File: config.mk
export PLATFORM = sky130hd
export DESIGN_NAME = stack_mc_controller
export DESIGN_NICKNAME = d
export VERILOG_FILES = /design/src/rtl/stack_mc_controller.sv
export SDC_FILE = /design/constraint.sdc
export NUM_CORES = 1
export LEC_CHECK = 0
export CAP_MARGIN = 20
export CORE_AREA = 2 2 54 44
export CTS_BUF_LIST = sky130_fd_sc_hd__clkbuf_4
export CTS_CLUSTER_SIZE = 20
export DETAILED_ROUTE_END_ITERATION = 6
export DIE_AREA = 0 0 56 46
export GPL_TIMING_DRIVEN = 0
export PLACE_DENSITY = 0.74
export SYNTH_ARGS = -nofsm -noshare
export SYNTH_HDL_FRONTEND = slang
export SYNTH_SLANG_ARGS = --single-unit
File: constraint.sdc
create_clock -name clk -period 3.8 [get_ports clk]
set_input_delay 0.76 -clock clk [delete_from_list [all_inputs] [get_ports clk]]
set_output_delay 0.76 -clock clk [all_outputs]
set_load 0.01 [all_outputs]
File: src/rtl/stack_mc_controller.sv
// Multicycle Moore control unit for the 8-bit stack-machine datapath.
// Sequences fetch/decode/stack/ALU/memory/jump micro-steps per clock.
module stack_mc_controller #(
  parameter int OPC_W   = 3,
  parameter int ALUOP_W = 2
) (
  input  logic               clk,
  input  logic               rst,
  input  logic [OPC_W-1:0]   OPC,
  output logic               IorD,
  output logic               memRead,
  output logic               memWrite,
  output logic               IRWrite,
  output logic               SrcA,
  output logic               SrcB,
  output logic               LdA,
  output logic               LdB,
  output logic [ALUOP_W-1:0] AluOP,
  output logic               PCWrite,
  output logic               PCSrc,
  output logic               tos,
  output logic               Push,
  output logic               Pop,
  output logic               PCWriteCond,
  output logic               MtoS,
  output logic               instDone,
  output logic [3:0]         state
);

  typedef enum logic [3:0] {
    S_IF    = 4'd0,
    S_ID    = 4'd1,
    S_POPA  = 4'd2,
    S_POPB  = 4'd3,
    S_EXE   = 4'd4,
    S_WB    = 4'd5,
    S_MEMRD = 4'd6,
    S_MPUSH = 4'd7,
    S_POPST = 4'd8,
    S_MEMWR = 4'd9,
    S_JMP   = 4'd10,
    S_JZ    = 4'd11
  } state_e;

  typedef struct packed {
    logic               iord;
    logic               memrd;
    logic               memwr;
    logic               irwr;
    logic               srca;
    logic               srcb;
    logic               lda;
    logic               ldb;
    logic [ALUOP_W-1:0] aluop;
    logic               pcwr;
    logic               pcsrc;
    logic               tos;
    logic               push;
    logic               pop;
    logic               pcwrc;
    logic               mtos;
    logic               done;
  } ctrl_t;

  state_e state_q, state_d;
  ctrl_t  ctl_q, ctl_d;
  logic   run_q;

  // run_q holds IF for one edge after reset so fetch starts cleanly
  always_comb begin
    state_d = S_IF;
    if (run_q) begin
      case (state_q)
        S_IF: state_d = S_ID;
        S_ID: begin
          unique case (1'b1)
            !OPC[2]:               state_d = S_POPA;
            OPC[2:0] == 3'b100:    state_d = S_MEMRD;
            OPC[2:0] == 3'b101:    state_d = S_POPST;
            OPC[2:0] == 3'b110:    state_d = S_JMP;
            OPC[2:0] == 3'b111:    state_d = S_JZ;
            default:               state_d = S_IF;
          endcase
        end
        S_POPA: begin
          if (OPC[1:0] == 2'b11) state_d = S_EXE;
          else                   state_d = S_POPB;
        end
        S_POPB:  state_d = S_EXE;
        S_EXE:   state_d = S_WB;
        S_MEMRD: state_d = S_MPUSH;
        S_POPST: state_d = S_MEMWR;
        default: state_d = S_IF;
      endcase
    end
  end

  // outputs are decoded from the next state and registered
  always_comb begin
    ctl_d = '0;
    case (state_d)
      S_IF: begin
        ctl_d.memrd = 1'b1;
        ctl_d.irwr  = 1'b1;
        ctl_d.srca  = 1'b1;
        ctl_d.srcb  = 1'b1;
        ctl_d.pcwr  = 1'b1;
      end
      S_ID: ctl_d.tos = 1'b1;
      S_POPA, S_POPST: begin
        ctl_d.tos = 1'b1;
        ctl_d.lda = 1'b1;
        ctl_d.pop = 1'b1;
      end
      S_POPB: begin
        ctl_d.tos = 1'b1;
        ctl_d.ldb = 1'b1;
        ctl_d.pop = 1'b1;
      end
      S_EXE: ctl_d.aluop = OPC[ALUOP_W-1:0];
      S_WB: begin
        ctl_d.push = 1'b1;
        ctl_d.done = 1'b1;
      end
      S_MEMRD: begin
        ctl_d.iord  = 1'b1;
        ctl_d.memrd = 1'b1;
      end
      S_MPUSH: begin
        ctl_d.mtos = 1'b1;
        ctl_d.push = 1'b1;
        ctl_d.done = 1'b1;
      end
      S_MEMWR: begin
        ctl_d.iord  = 1'b1;
        ctl_d.memwr = 1'b1;
        ctl_d.done  = 1'b1;
      end
      S_JMP: begin
        ctl_d.pcsrc = 1'b1;
        ctl_d.pcwr  = 1'b1;
        ctl_d.done  = 1'b1;
      end
      S_JZ: begin
        ctl_d.pcsrc = 1'b1;
        ctl_d.pcwrc = 1'b1;
        ctl_d.done  = 1'b1;
      end
      default: ctl_d = '0;
    endcase
  end

  always_ff @(posedge clk or negedge rst) begin
    if (!rst) begin
      state_q <= S_IF;
      run_q   <= 1'b0;
      ctl_q   <= '0;
    end else begin
      state_q <= state_d;
      run_q   <= 1'b1;
      ctl_q   <= ctl_d;
    end
  end

  assign IorD        = ctl_q.iord;
  assign memRead     = ctl_q.memrd;
  assign memWrite    = ctl_q.memwr;
  assign IRWrite     = ctl_q.irwr;
  assign SrcA        = ctl_q.srca;
  assign SrcB        = ctl_q.srcb;
  assign LdA         = ctl_q.lda;
  assign LdB         = ctl_q.ldb;
  assign AluOP       = ctl_q.aluop;
  assign PCWrite     = ctl_q.pcwr;
  assign PCSrc       = ctl_q.pcsrc;
  assign tos         = ctl_q.tos;
  assign Push        = ctl_q.push;
  assign Pop         = ctl_q.pop;
  assign PCWriteCond = ctl_q.pcwrc;
  assign MtoS        = ctl_q.mtos;
  assign instDone    = ctl_q.done;
  assign state       = state_q;

endmodule

Word-level counts from Yosys, hierarchy flattened

Index checks and enable logic that the tools add are counted.

Flip-flop bits (word level): 23
Input bits: 5
Output and inout bits: 22
Word-level logic and storage cells: 72

Eq/ne operators: 22
Muxes and demuxes: 19
Reduce and logical (&&, ||, !) cells: 12

Operator list:

| kind                 | number |
|---|---|
| $pmux W4 S7          | 1 |
| $eq A4 B3 Y1 const B | 6 |
| $eq A4 B4 Y1 const B | 5 |
| $pmux W4 S5          | 1 |
| $eq A4 B2 Y1 const B | 4 |
| $mux W1              | 13 |
| $eq A3 B3 Y1 const B | 4 |
| $reduce_or A2 Y1     | 6 |
| $eq A4 B1 Y1 const B | 2 |
| $logic_not A4 Y1     | 2 |
| $mux W3              | 2 |
| $reduce_or A5 Y1     | 1 |
| $mux W4              | 1 |
| $reduce_or A4 Y1     | 1 |
| $reduce_or A3 Y1     | 1 |
| $eq A2 B2 Y1 const B | 1 |
| $mux W2              | 1 |
| $logic_not A1 Y1     | 1 |

Depth between registers and ports, before layout

Word-level depth: 7
Mapped depth: 6
Depth with buffers taken out: 6

Least setup slack after synthesis

No wires, ideal clock.

Path kind: in2reg
Start point: in OPC[1]
End point: reg ctl_q, in the netlist IorD
Library setup time: 0.067 ns
Arrival time: 1.638 ns
Required time: 3.733 ns
Path slack: 2.094 ns
Cell stages on the path: 6
Buffers on the path: 0
Path through: nor3b_1 > nor3b_1 > a2111o_1 > inv_2 > nand3_1 > nand2_1

RTL lines:

| what                 | line | text |
|---|---|---|
| from (decl)          | 9    | `input logic [OPC_W-1:0] OPC,` |
| to (signal assigned) | 161  | `ctl_q <= ctl_d;` |
| to (decl)            | 66   | `ctrl_t ctl_q, ctl_d;` |

Worst setup path after layout

Start point: reg state_q[3] (netlist: state[3])
End point: out state[3]

RTL lines:

| what                   | line | text |
|---|---|---|
| from (decl)            | 65   | `state_e state_q, state_d;` |
| from (signal assigned) | 159  | `state_q <= state_d;` |
| to (decl)              | 27   | `output logic [3:0] state` |

No word-level cell between the ends.

==> impl_metrics.yaml <==
status:
  status: "completed"
timing:
  max_freq_mhz: 464.5
  slew_violations: 0
  hold_viol_final: 0
  setup_ws_ns: 1.647
  post-route-min-period_ns: 2.153
  setup_tns_ns: 0
  clock-skew-final_ns: 0.005488
  slew-limit-headroom_pct: 39.96
  setup_viol: 0
  worst_slew_pin_slew_ns: 0.8978
  period_share_pct: 56.65
  rsz0062_at_grt: "false"
worst_setup_path:
  r2r_end: "tos"
  end_kind: "output pin"
  path_class: "register to output pin"
  path_buf_inv: 1
  cp.arrival_ns: 1.39
  worstReg2RegStart: "state[3]"
  crit_path_top_delay_cell: "clkdlybuf4s50_1"
  crit_fanout: 9
  reg2reg_depth: 5
  ff2ff_setup_slack_ns: 2.17
  cp_data_required_time_ns: 3.04
  worst_path_dominant_cell_family: "buffers and inverters"
  start_kind: "register"
  cpPeakStageDelay_ns: 0.59
  crit_chain: "clkdlybuf4s50_1"
cts:
  cts_post_setup_buffers_inserted: 0
  ctsHoldBuffers: 0
  cts_resized: 0
  clock_path_buffers: 2
  clkTransAtPathRegs_ns: 0.12
  cts_tree: "done"
  clockRootBuffer: "clkbuf_4"
  clock_latency_ns: 0.31
  numCtsBuffers: 3
  cts_sinks: 21
  cts-htree-levels: 1
hold_path:
  holdPathEnd: "memWrite"
  hold_path_startpoint: "run_q"
  holdPathStages: 2
  hp-class: "register to register"
routing:
  drt_pass1_iterations: 4
  dr.first_iter.drc_count: 19
  route.detailed.drc: 0
  avgViaCountPerCell: 5.385
  wl_mm: 1.722
  antenna_left: 0
  wire_per_inst_um: 13.25
  num_vias: 700
global_route:
  gr-usage-all-layers_pct: 15.08
  grt_pass1_vias: 599
  overflow: 0
  antenna_found_initial: 0
  grt_max_degree: 22
  grt_pass1_wl_mm: 2.808
power:
  peakVddDrop_mv: 0.3507
  leakage_uw: 0.0005599
  p_per_area_nw_per_um2: 659.6
yosys:
  ys_warn_count: 0
  synth_area_leaders: "dfrtp_1, and3_1, nor3b_1"
  synth_nets: 80
  yosysSeqAreaShare_pct: 61.86
  syn-mean-instance-area_um2: 11.33
  syn_inst: 75
  synth_edf_count: 0
  synthesis.area_um2: 849.6
  synth_top_area_share_pct: 61.86
  synth_top_cell_by_area: "dfrtp_1"
  ys_async_sr_fraction_pct: 100.0
  ys_seq_elements: 21
  ys_types: 30
  synth_flop_cell: "dfrtp_1"
placement:
  hpwl_mm: 1.261
  gp_congestion: 0.8377
  portBuffers: 26
  place_worst_setup_slack_ns: 1.374
floorplanning:
  start_util_pct: 40.42
  die-area_um2: 2576
  fp.dieW_um: 56
  io_pins: 27
  die_h_um: 46
  std_cell_rows: 15
  core_um2: 2102
flow_run:
  cap_violations: 0
layout:
  fillCellCount: 193
  area_growth_pct: 37.85
  drive_gt1_share_pct: 9.524
  final_common_cell: "clkdlybuf4s50_1"
  final_cell_mix: "clkdlybuf4s50_1, dfrtp_1, and3_1, nor2_1"
  final_nets: 111
  antenna_cells: 0
-- registers in the layout (all words and copies together) (netlist names) --
| signal | count |
|---|---|
| tos | 1 |
| PCSrc | 1 |
| AluOP | 2 |
| IRWrite | 1 |
| LdB | 1 |
| MtoS | 1 |
| Push | 1 |
| IorD | 1 |
| LdA | 1 |
| PCWrite | 1 |
| instDone | 1 |
| run_q | 1 |
| state | 4 |
| Pop | 1 |
| PCWriteCond | 1 |
| memRead | 1 |
| memWrite | 1 |
-- stage by stage --
step	hold WS (ns)	util, %	std cells	power (uW)	area, um2
2_1_floorplan	0.4644	-	75	497.7	849.6
3_3_place_gp	0.6320	54.29	126	660.2	1141
3_5_place_dp	0.6495	54.29	126	668.7	1141
4_1_cts	0.6706	55.71	130	777.0	1171
5_1_grt	0.7431	55.71	130	825.3	1171
6_report	0.6772	55.71	130	772.4	1171
-- cells in the mapped netlist (all sizes together) (2+ instances only) --
master and count:
inv 4, dfrtp 21, nor2 6, and2 2, o21ai 4, nor3b 3
nand3 3, nand3b 2, nand2 4, buf 3, and3 5, nand2b 3
-- area by class of cell --
cell class	count	area, um2	share of cell area, %
Sequential cell	21	525.5	44.87
Multi-Input combinational cell	47	289.0	24.68
Timing Repair Buffer	26	260.3	22.22
Tap cell	25	31.28	2.671
Clock buffer	3	22.52	1.923
Buffer	3	20.02	1.709
Inverter	4	15.01	1.282
Clock inverter	1	7.507	0.6410
-- per-layer routing --
metal	vias to the layer above	global-route usage, %	routed length [um]	share of wire, %
met3	4	5.966	155	9.0
li1	322	-	-	-
met1	340	18.92	699	41
met5	-	0	0	0
met2	34	24.00	845	49
met4	0	5.714	22	1.3
-- where the power goes --
| part | switching (uW) | internal (uW) |
|---|---|---|
| combinational | 175 | 179 |
| sequential | 31.4 | 277 |
| clock | 70.3 | 40.2 |
-- worst max-delay path by stage --
stage,startpoint,cells past startpoint,end
floorplan,OPC[1],6,IorD
global placement,OPC[1],7,memRead
detailed placement,OPC[1],7,IorD
CTS,state[3],1,state[3]
global route,state[3],1,state[3]
finish,state[3],1,state[3]
-- kinds of logic after synthesis --
family / share of synthesized area (%)
other: 0.4414
buffers and inverters: 4.122
AOI/OAI and AO/OA: 12.81
DFF: 61.86
and+or+nand+nor: 20.77
Note: power is estimated with default switching activity, not from simulation.
